`src/rtl/nbb_mmio_pkg.sv`:
```
// nbb_mmio_pkg: register map offsets, CTRL/STATUS bit positions,
// default parameter values and the timer state type for nbb_mmio.
package nbb_mmio_pkg;

    localparam logic [7:0] OFF_CTRL   = 8'h00;
    localparam logic [7:0] OFF_STATUS = 8'h01;
    localparam logic [7:0] OFF_LOAD   = 8'h02;
    localparam logic [7:0] OFF_COUNT  = 8'h03;
    localparam logic [7:0] OFF_DUTY   = 8'h04;

    localparam int CTRL_EN_BIT    = 0;
    localparam int CTRL_AUTO_BIT  = 1;
    localparam int STATUS_EXP_BIT = 0;

    localparam int          DEF_DATA_WIDTH = 16;
    localparam int          DEF_ADDR_WIDTH = 16;
    localparam logic [15:0] DEF_BASE_ADDR  = 16'hFF00;
    localparam int          DEF_NUM_LEDS   = 1;
    localparam int          DEF_PWM_WIDTH  = 8;
    localparam logic [31:0] DEF_CLOCK_DIV  = 32'h0000FFFF;

    typedef enum logic {
        T_IDLE = 1'b0,
        T_RUN  = 1'b1
    } timer_state_t;

endpackage

```
`src/rtl/nbb_pwm_channel.sv`:
```
// nbb_pwm_channel: one PWM colour channel with shadow/active duty.
// Ports: clock, reset (sync, active-low), write_en/write_duty load the
// shadow duty, wrap (counter at max) promotes shadow to active, count is
// the shared PWM counter, duty is the shadow readback, led_n the
// registered active-low output.
module nbb_pwm_channel #(
    parameter int PWM_WIDTH = 8
) (
    input  logic                 clock,
    input  logic                 reset,
    input  logic                 write_en,
    input  logic [PWM_WIDTH-1:0] write_duty,
    input  logic                 wrap,
    input  logic [PWM_WIDTH-1:0] count,
    output logic [PWM_WIDTH-1:0] duty,
    output logic                 led_n
);

    logic [PWM_WIDTH-1:0] shadow;
    logic [PWM_WIDTH-1:0] active;

    always_ff @(posedge clock) begin
        if (!reset) begin
            shadow <= '0;
            active <= '0;
            led_n  <= 1'b1;
        end else begin
            if (write_en)
                shadow <= write_duty;
            // New duty only lands at the period boundary so a period
            // is never cut short or stretched.
            if (wrap)
                active <= shadow;
            led_n <= !(count < active);
        end
    end

    assign duty = shadow;

endmodule

```
`src/rtl/nbb_mmio.sv`:
```
// nbb_mmio: memory-mapped countdown timer plus RGB LED PWM block.
// Ports: clock, reset (sync, active-low), read_enable, write_enable,
// address, write_data in; read_data/read_valid (1-clock latency),
// hit (combinational window decode), irq (timer expired), RGB
// (active-low, LED i = {B,G,R} at [3i+2:3i]) out.
// Build option: define NBB_MMIO_TIMER_EN to include the timer.
module nbb_mmio
    import nbb_mmio_pkg::*;
#(
    parameter int                    DATA_WIDTH = DEF_DATA_WIDTH,
    parameter int                    ADDR_WIDTH = DEF_ADDR_WIDTH,
    parameter logic [ADDR_WIDTH-1:0] BASE_ADDR  = ADDR_WIDTH'(DEF_BASE_ADDR),
    parameter int                    NUM_LEDS   = DEF_NUM_LEDS,
    parameter int                    PWM_WIDTH  = DEF_PWM_WIDTH,
    parameter logic [31:0]           CLOCK_DIV  = DEF_CLOCK_DIV
) (
    input  logic                    clock,
    input  logic                    reset,
    input  logic                    read_enable,
    input  logic                    write_enable,
    input  logic [ADDR_WIDTH-1:0]   address,
    input  logic [DATA_WIDTH-1:0]   write_data,
    output logic [DATA_WIDTH-1:0]   read_data,
    output logic                    read_valid,
    output logic                    hit,
    output logic                    irq,
    output logic [3*NUM_LEDS-1:0]   RGB
);

    localparam int NUM_CH = 3 * NUM_LEDS;

    logic [7:0]            offset;
    logic                  wr;
    logic                  rd;
    logic [DATA_WIDTH-1:0] rd_mux;
    logic                  unused_ok;

    assign hit       = address[ADDR_WIDTH-1:8] == BASE_ADDR[ADDR_WIDTH-1:8];
    assign offset    = address[7:0];
    assign wr        = write_enable & hit;
    assign rd        = read_enable & hit;
    assign unused_ok = &{1'b0, write_data};

    // Free-running PWM counter shared by all channels.
    logic [PWM_WIDTH-1:0] pwm_cnt;
    logic                 pwm_wrap;

    assign pwm_wrap = &pwm_cnt;

    always_ff @(posedge clock) begin
        if (!reset)
            pwm_cnt <= '0;
        else
            pwm_cnt <= pwm_cnt + 1'b1;
    end

    logic [PWM_WIDTH-1:0] duty [NUM_CH];

    for (genvar k = 0; k < NUM_CH; k++) begin : g_ch
        logic duty_we;

        assign duty_we = wr && (offset == 8'(int'(OFF_DUTY) + k));

        nbb_pwm_channel #(
            .PWM_WIDTH (PWM_WIDTH)
        ) u_ch (
            .clock      (clock),
            .reset      (reset),
            .write_en   (duty_we),
            .write_duty (write_data[PWM_WIDTH-1:0]),
            .wrap       (pwm_wrap),
            .count      (pwm_cnt),
            .duty       (duty[k]),
            .led_n      (RGB[k])
        );
    end

`ifdef NBB_MMIO_TIMER_EN
    timer_state_t          state;
    logic                  auto_rl;
    logic                  exp;
    logic [DATA_WIDTH-1:0] load;
    logic [DATA_WIDTH-1:0] count;
    logic [31:0]           presc;
    logic                  tick;
    logic                  exp_set;
    logic                  exp_clr;

    assign tick    = presc == CLOCK_DIV;
    assign exp_set = (state == T_RUN) && tick && (count == '0);
    assign exp_clr = wr && (offset == OFF_STATUS)
                  && write_data[STATUS_EXP_BIT];

    always_ff @(posedge clock) begin
        if (!reset)
            presc <= '0;
        else if (tick)
            presc <= '0;
        else
            presc <= presc + 32'd1;
    end

    always_ff @(posedge clock) begin
        if (!reset) begin
            state   <= T_IDLE;
            auto_rl <= 1'b0;
            exp     <= 1'b0;
            load    <= '0;
            count   <= '0;
        end else begin
            // A set in the same clock as a W1C wins.
            exp <= exp_set | (exp & ~exp_clr);
            if (state == T_RUN && tick) begin
                if (count != '0)
                    count <= count - 1'b1;
                else if (auto_rl)
                    count <= load;
                else
                    state <= T_IDLE;
            end
            // Software writes take priority over the timer's own update.
            if (wr && offset == OFF_CTRL) begin
                state   <= write_data[CTRL_EN_BIT] ? T_RUN : T_IDLE;
                auto_rl <= write_data[CTRL_AUTO_BIT];
            end
            if (wr && offset == OFF_LOAD) begin
                load  <= write_data;
                count <= write_data;
            end
        end
    end

    assign irq = exp;
`else
    assign irq = 1'b0;
`endif

    always_comb begin
        rd_mux = '0;
        for (int k = 0; k < NUM_CH; k++)
            if (offset == 8'(int'(OFF_DUTY) + k))
                rd_mux = DATA_WIDTH'(duty[k]);
`ifdef NBB_MMIO_TIMER_EN
        if (offset == OFF_CTRL) begin
            rd_mux[CTRL_EN_BIT]   = state == T_RUN;
            rd_mux[CTRL_AUTO_BIT] = auto_rl;
        end
        if (offset == OFF_STATUS)
            rd_mux[STATUS_EXP_BIT] = exp;
        if (offset == OFF_LOAD)
            rd_mux = load;
        if (offset == OFF_COUNT)
            rd_mux = count;
`endif
    end

    // Registers are sampled before this edge's write lands, so a
    // coincident read returns the old value.
    always_ff @(posedge clock) begin
        if (!reset) begin
            read_data  <= '0;
            read_valid <= 1'b0;
        end else begin
            read_valid <= rd;
            read_data  <= rd ? rd_mux : '0;
        end
    end

endmodule
```
`config.mk`:
```
export PLATFORM = sky130hd
export DESIGN_NAME = nbb_mmio
export DESIGN_NICKNAME = d
export VERILOG_FILES = /design/src/rtl/nbb_mmio_pkg.sv /design/src/rtl/nbb_pwm_channel.sv /design/src/rtl/nbb_mmio.sv
export SDC_FILE = /design/constraint.sdc
export NUM_CORES = 1
export LEC_CHECK = 0
export CAP_MARGIN = 40
export CORE_ASPECT_RATIO = 1.5
export CORE_MARGIN = 4
export CORE_UTILIZATION = 53
export CTS_CLUSTER_DIAMETER = 100
export DETAILED_ROUTE_END_ITERATION = 7
export PLACE_DENSITY = 0.78
export SYNTH_ARGS = -nofsm -noshare
export SYNTH_HDL_FRONTEND = slang
export SYNTH_SLANG_ARGS = --single-unit
```
`constraint.sdc`:
```
create_clock -name clock -period 2.45 [get_ports clock]
set_input_delay 0.3675 -clock clock [delete_from_list [all_inputs] [get_ports clock]]
set_output_delay 0.3675 -clock clock [all_outputs]
set_load 0.05 [all_outputs]
```
# ---- After elaboration in Yosys (flattened, before gate mapping)
# Index checks and enable logic that the tools add are counted.
# W data, S select, Z words.
dict set report totals {
  reg_bits 76
  output_inout_bits 22
  word_cells 37
}
dict set report classes {
  addsub 1
  magnitude_cmp 3
  n_eq_ne 4
  mux 3
  bitwise_logic 4
  n_reduce_logical 9
}
# op n
set ops {}
lappend ops {{$eq A8 B3 Y1 const B} 3}
lappend ops {{$lt A8 B8 Y1} 3}
lappend ops {{$mux W8} 3}
lappend ops {{$add A8 B1 Y8 const B} 1}
lappend ops {{$eq A8 B8 Y1 const B} 1}
lappend ops {{$reduce_and A8 Y1} 1}
lappend ops {{$reduce_or A4 Y1} 1}
lappend ops {{$logic_and A1 B1 Y1} 3}
lappend ops {{$logic_not A1 Y1} 3}
lappend ops {{$and A1 B1 Y1} 2}
lappend ops {{$not A1 Y1} 2}
lappend ops {{$reduce_and A2 Y1} 1}

# ---- Logic depth before layout (Yosys ltp)
dict set report depth {
  word_depth 4
  depth_mapped 7
  depth_no_buf 6
}

# ---- Modules after synthesis
# Synthesis repeated with hierarchy kept, for this count alone.
dict set report hier_totals {
  hier_cells 324
  area_unflattened_um2 3298.2
}
# module instances cells_each area_per_inst_um2 seq_area_each_um2
set by_module_without_submodules {}
lappend by_module_without_submodules {nbb_pwm_channel 3 75 798.3 340.3}
lappend by_module_without_submodules {nbb_mmio 1 99 903.4 340.3}

# ---- Worst setup path before layout
# Ideal clock, no wire load.
dict set report synth_path {
  kind {input-to-reg}
  startpoint {input address[5]}
  endpoint {register g_ch[2].u_ch.shadow[0]}
  setup_time_ps 72
  arrival_ps 1744
  required_time_ps 2378
  path_slack_ps 634
  stages 6
  path_cell_list {or4_4 buf_6 nor4_4 and4b_1 buf_6 mux2i_1}
}
dict set report synth_via {
  elab_chain_cells 2
}
# element line
set synth_lines {}
lappend synth_lines {{start: declaration} nbb_mmio.sv:21} ;# input logic [ADDR_WIDTH-1:0] address,
lappend synth_lines {{$eq A8 B3 Y1} nbb_mmio.sv:62} ;# assign duty_we = wr && (offset == 8'(int'(OFF_DUTY) + k));
lappend synth_lines {{$logic_and A1 B1 Y1} nbb_mmio.sv:62}
lappend synth_lines {{end signal: assignment} nbb_pwm_channel.sv:29} ;# shadow <= write_duty;
lappend synth_lines {{end: declaration} nbb_pwm_channel.sv:19} ;# logic [PWM_WIDTH-1:0] shadow;
# Every way passes these cells.
# A chain may end at the register's enable or synchronous reset.

# ---- Final worst setup path
dict set report layout_path {
  startpoint {input address[5]}
  endpoint {register g_ch[1].u_ch.shadow[5]}
}
dict set report layout_via {
  elab_chain_cells 2
}
# element line
set layout_lines {}
lappend layout_lines {{$eq A8 B3 Y1} nbb_mmio.sv:62}
lappend layout_lines {{$logic_and A1 B1 Y1} nbb_mmio.sv:62}
lappend layout_lines {{end signal: assignment} nbb_pwm_channel.sv:29}
lappend layout_lines {{end: declaration} nbb_pwm_channel.sv:19}
# Every way passes these cells.

==> results.txt <==
----------------------------------------------------
[Die]
  Core area ... 6130 um^2
  DIE AREA ... 7670 um^2
  Height of the chip ... between 100 and 150 um
  Total number of placement rows ... 35
  Starting Density ... 54.6%
  DIE WIDTH ... 72.9 um
  I/O pins ... 58

[Detailed routing]
  Average vias per placed instance ... 5.31
  Number of detailed-routing iterations run before antenna repair ... 4
  Antenna-violating nets left ... 0
  Wire length reported by the detailed router ... 7110 um
  Average wire per cell in the routed design ... 14.3 um
  Starting DRT DRC Count ... 110
  # DRC ... 0
  DR vias ... 2,636

[Timing]
  Final sum of negative setup slack ... 0 ns
  Hold slack final ... 0.463 ns
  Final worst clock skew ... 0.00923 ns
  Min cycle time layout ... 1.93 ns
  Share of the clock period used by the worst path after layout ... 78.8%
  Worst slew margin relative to its limit ... between 60% and 70%
  Highest Clock Rate ... 518 MHz
  Number of failing setup endpoints in the final timing report ... 0
  Endpoints failing hold ... 0
  Setup repair after global routing missed its margin ... false
  Number of max-slew violations in the final report ... 0
  Transition time at the pin with the least slew margin ... a little over 0.5 ns

[Pwr]
  Part of the power in combinational logic ... 8.3%
  Sequential fraction of design power ... 45.6%
  Leakage power summed over all cells ... ~1.6 nW
  Total net switching power ... 0.554 mW
  Fraction of power spent switching nets ... 22.5%
  Clock group share of total power ... 46.1%
  Worst-case vdd ir drop ... 0.000408 V
  Internal Dissipation ... 1.91 mW
  Total power per unit cell area ... approximately 610 nW/um^2

[CTS]
  Clock network latency to the later pin of the worst-skew pair ... 0.34 ns
  Clock-pin transition on the worst setup and hold timing paths ... roughly 0.08 ns
  Deepest clock path buffer count ... 2
  Library cell used as clock root buffer ... sky130_fd_sc_hd__clkbuf_8
  CTS H-tree depth ... 3
  Quantity of gates resized following cts ... 0
  Hold buffer count at CTS ... 0
  Number of buffers inserted during clock tree synthesis ... 9
  TritonCTS Sinks ... 68
  Clock tree from TritonCTS ... yes
  Number of buffers inserted by post-CTS setup repair ... 0

[Synthesis]
  Area of the mapped netlist ... 3350 um^2
  Most used flip-flop cell after synthesis ... sky130_fd_sc_hd__dfxtp_1
  Fraction of registers with async set/reset ... 0%
  Post-synthesis sequential area ratio ... 40.7%
  Average cell area after synthesis ... 8.76 um^2
  Area share of the largest cell type after synthesis ... 40.7%
  Number of synthesized register bits ... 68
  Library cell occupying the most area in the post-synthesis netlist ... sky130_fd_sc_hd__dfxtp_1
  Warning count from the yosys run ... 0
  Cell types occupying the most area after synthesis ... sky130_fd_sc_hd__dfxtp_1 41%, sky130_fd_sc_hd__nand2_1 11%, sky130_fd_sc_hd__ha_1 8.2%
  Number of enable-type register cells in the synthesized netlist ... 0
  Number of cells produced by synthesis ... ~380
  Distinct cells, synth ... 33

[Global route]
  Global route hottest layer ... met2
  Met2 Track Usage GR ... 35.5%
  Total Routing Usage GR ... around a fifth
  Initial antenna violation count ... 0
  Pin count of the biggest net entering global routing ... 38
  Number of global-route vias before repair ... 2,674
  First-pass GRT wire length ... 12,000 um
  Met1 track demand over resource ... 21.9%
  Met3 demand-to-capacity share in global routing ... around 5.0%
  Leftover overflow at the end of global routing ... 0

[Worst setup path]
  Depth of the worst register-to-register path ... 6
  Flop2flop setup slack ... between 0.7 and 0.8 ns
  Largest driver fanout on the critical path ... 8
  Data required time of the critical path ... about 2.7 ns
  Nature of the critical path endpoint ... flip-flop
  CP Launch Type ... input port
  Arrival time at the worst endpoint ... 2.19 ns
  Category of the most critical setup path ... input port to flip-flop
  Worst r2r dst ... g_ch[0].u_ch.active[4]$_SDFFE_PN0P_
  Reg2reg start ... pwm_cnt[0]$_SDFF_PN0_

[Final layout]
  Area Overhead vs Synth ... 20.3%
  Filler cell count ... 538
  Fraction of layout instances using a drive strength above 1 ... 10.2%
  Number of nets in the final layout ... 476
  Post-route cell area ... around 4000 um^2
  ANT cells ... 0

[Place]
  Estimated wirelength of the detail-placed design ... 5240 um
  Cell area after placement ... 3780 um^2
  Input/output buffers ... 40
  Global placer's final weighted congestion ... 0.841

[Hold path]
  Hold Path End ... g_ch[2].u_ch.active[3]$_SDFFE_PN0P_
  Cell depth of the worst min-delay path ... 2
  Kind of path behind the tightest hold check ... flip-flop to flip-flop
  Hold Startpoint ... g_ch[2].u_ch.active[3]$_SDFFE_PN0P_

[Run status]
  Result of the run ... completed

[Flow run]
  Max-capacitance violation count ... 0

----------------------------------------------------
==> placed cells by master (no fill, tap or decap), types with 2 or more instances in the layout <==
cell type                         synthesis  final
sky130_fd_sc_hd__a21boi_0                24     24
sky130_fd_sc_hd__nor2_1                  10     10
sky130_fd_sc_hd__nand3_1                  5      5
sky130_fd_sc_hd__a21oi_1                  6      6
sky130_fd_sc_hd__a31o_2                   3      3
sky130_fd_sc_hd__inv_6                    0      2
sky130_fd_sc_hd__o21ai_0                  3      3
sky130_fd_sc_hd__nand4_1                  2      2
sky130_fd_sc_hd__buf_4                   12      8
sky130_fd_sc_hd__dfxtp_1                 68     68
sky130_fd_sc_hd__nor2b_1                  2      2
sky130_fd_sc_hd__a21boi_2                 8      8
sky130_fd_sc_hd__bufinv_16                0      3
sky130_fd_sc_hd__clkdlybuf4s50_1          0     38
sky130_fd_sc_hd__a211o_1                  8      8
sky130_fd_sc_hd__xnor2_1                  4      4
sky130_fd_sc_hd__conb_1                   1      9
sky130_fd_sc_hd__inv_1                   21     21
sky130_fd_sc_hd__ha_1                    22     22
sky130_fd_sc_hd__mux2i_1                 24     24
sky130_fd_sc_hd__and3_2                   2      2
sky130_fd_sc_hd__nor3_1                   8      8
sky130_fd_sc_hd__and2_1                   7      7
sky130_fd_sc_hd__buf_12                   0      3
sky130_fd_sc_hd__clkbuf_8                 0     10
sky130_fd_sc_hd__xor2_1                   2      2
sky130_fd_sc_hd__nand2_1                 97     97
sky130_fd_sc_hd__nand2b_1                 4      4
sky130_fd_sc_hd__nand4b_1                 3      3
sky130_fd_sc_hd__and3_1                   8      8
sky130_fd_sc_hd__a21o_1                   3      3
==> state kept, by name (all words and copies together) (netlist names) <==
name,flops
read_valid,1
read_data,8
g_ch.u_ch.duty,24
g_ch.u_ch.led_n,3
g_ch.u_ch.active,24
pwm_cnt,8
==> per-stage QoR <==
step	setup slack, ns	cells	utilization (%)	total power, mW
floorplan	0.634	390	-	1.29
global placement	0.206	481	61.6	1.35
detailed placement	0.172	481	61.6	1.35
CTS	0.531	496	65.6	2.48
global route	0.431	496	65.6	2.54
finish	0.519	496	65.6	2.46
==> power groups by stage <==
stage | sequential (mW) | combinational [mW] | clock (mW)
2_1_floorplan | 1.14 | 0.141 | 0
5_1_grt | 1.12 | 0.222 | 1.20
3_5_place_dp | 1.15 | 0.205 | 0
6_report | 1.12 | 0.205 | 1.13
4_1_cts | 1.12 | 0.206 | 1.15
3_3_place_gp | 1.15 | 0.201 | 0
==> synth_stat cells (all sizes together), types with 4 or more instances <==
cell     n
nand2   97
dfxtp   68
a21boi  32
mux2i   24
ha      22
inv     21
buf     18
clkbuf  15
and3    10
nor2    10
a211o    8
nor3     8
and2     7
a21oi    6
nand3    6
nand2b   4
xnor2    4
==> logic make-up (layout without fill, tap and decap cells) <==
family / count (synthesis) / in the layout / synth area share (%)
AND/OR/NAND/NOR: 152 / 152 / 21.1
flip-flops: 68 / 68 / 40.7
AO/OA/AOI/OAI: 55 / 55 / 13.0
buffers and inverters: 54 / 86 / 8.19
multiplexers: 24 / 24 / 7.18
adder cells (fa/ha/maj): 22 / 22 / 8.23
XOR/XNOR: 6 / 6 / 1.57
other: 1 / 9 / 0.112
==> routing by layer <==
metal | share of wire, % | wire [um] | up-vias
met3 | 4.4 | 311 | 17
met5 | 0 | 0 | -
met2 | 53 | 3760 | 62
met4 | 3.2 | 229 | 0
li1 | - | - | 1320
met1 | 39 | 2810 | 1237
==> final cells by class <==
cell class                      count  area, um^2  share of cell area [%]
Multi-Input combinational cell    268        1740                    43.3
Clock buffer                       10         138                    3.42
Sequential cell                    68        1360                    33.8
Tap cell                           74        92.6                    2.30
Timing Repair Buffer               50         505                    12.6
Inverter                           21        78.8                    1.96
Clock inverter                      5         108                    2.67
==> critical path, cell delays in order <==
cell	delay, ns
sky130_fd_sc_hd__clkdlybuf4s50_1	0.40
sky130_fd_sc_hd__or4_4	0.56
sky130_fd_sc_hd__nor4_4	0.22
sky130_fd_sc_hd__and3_2	0.43
sky130_fd_sc_hd__mux2i_1	0.22
==> worst max path at each step <==
stage                     startpoint                           endpoint  slack (ns)  depth (start not counted)
after floorplan           address[5]  g_ch[2].u_ch.duty[0]$_SDFFE_PN0P_        0.63                          6
after global placement    address[5]  g_ch[1].u_ch.duty[3]$_SDFFE_PN0P_        0.21                          5
after detailed placement  address[5]  g_ch[1].u_ch.duty[5]$_SDFFE_PN0P_        0.17                          5
after CTS                 address[5]  g_ch[1].u_ch.duty[5]$_SDFFE_PN0P_        0.53                          5
after global routing      address[5]  g_ch[1].u_ch.duty[5]$_SDFFE_PN0P_        0.43                          5
final                     address[5]  g_ch[1].u_ch.duty[5]$_SDFFE_PN0P_        0.52                          5
No activity file was read; power rests on OpenSTA's default activity.
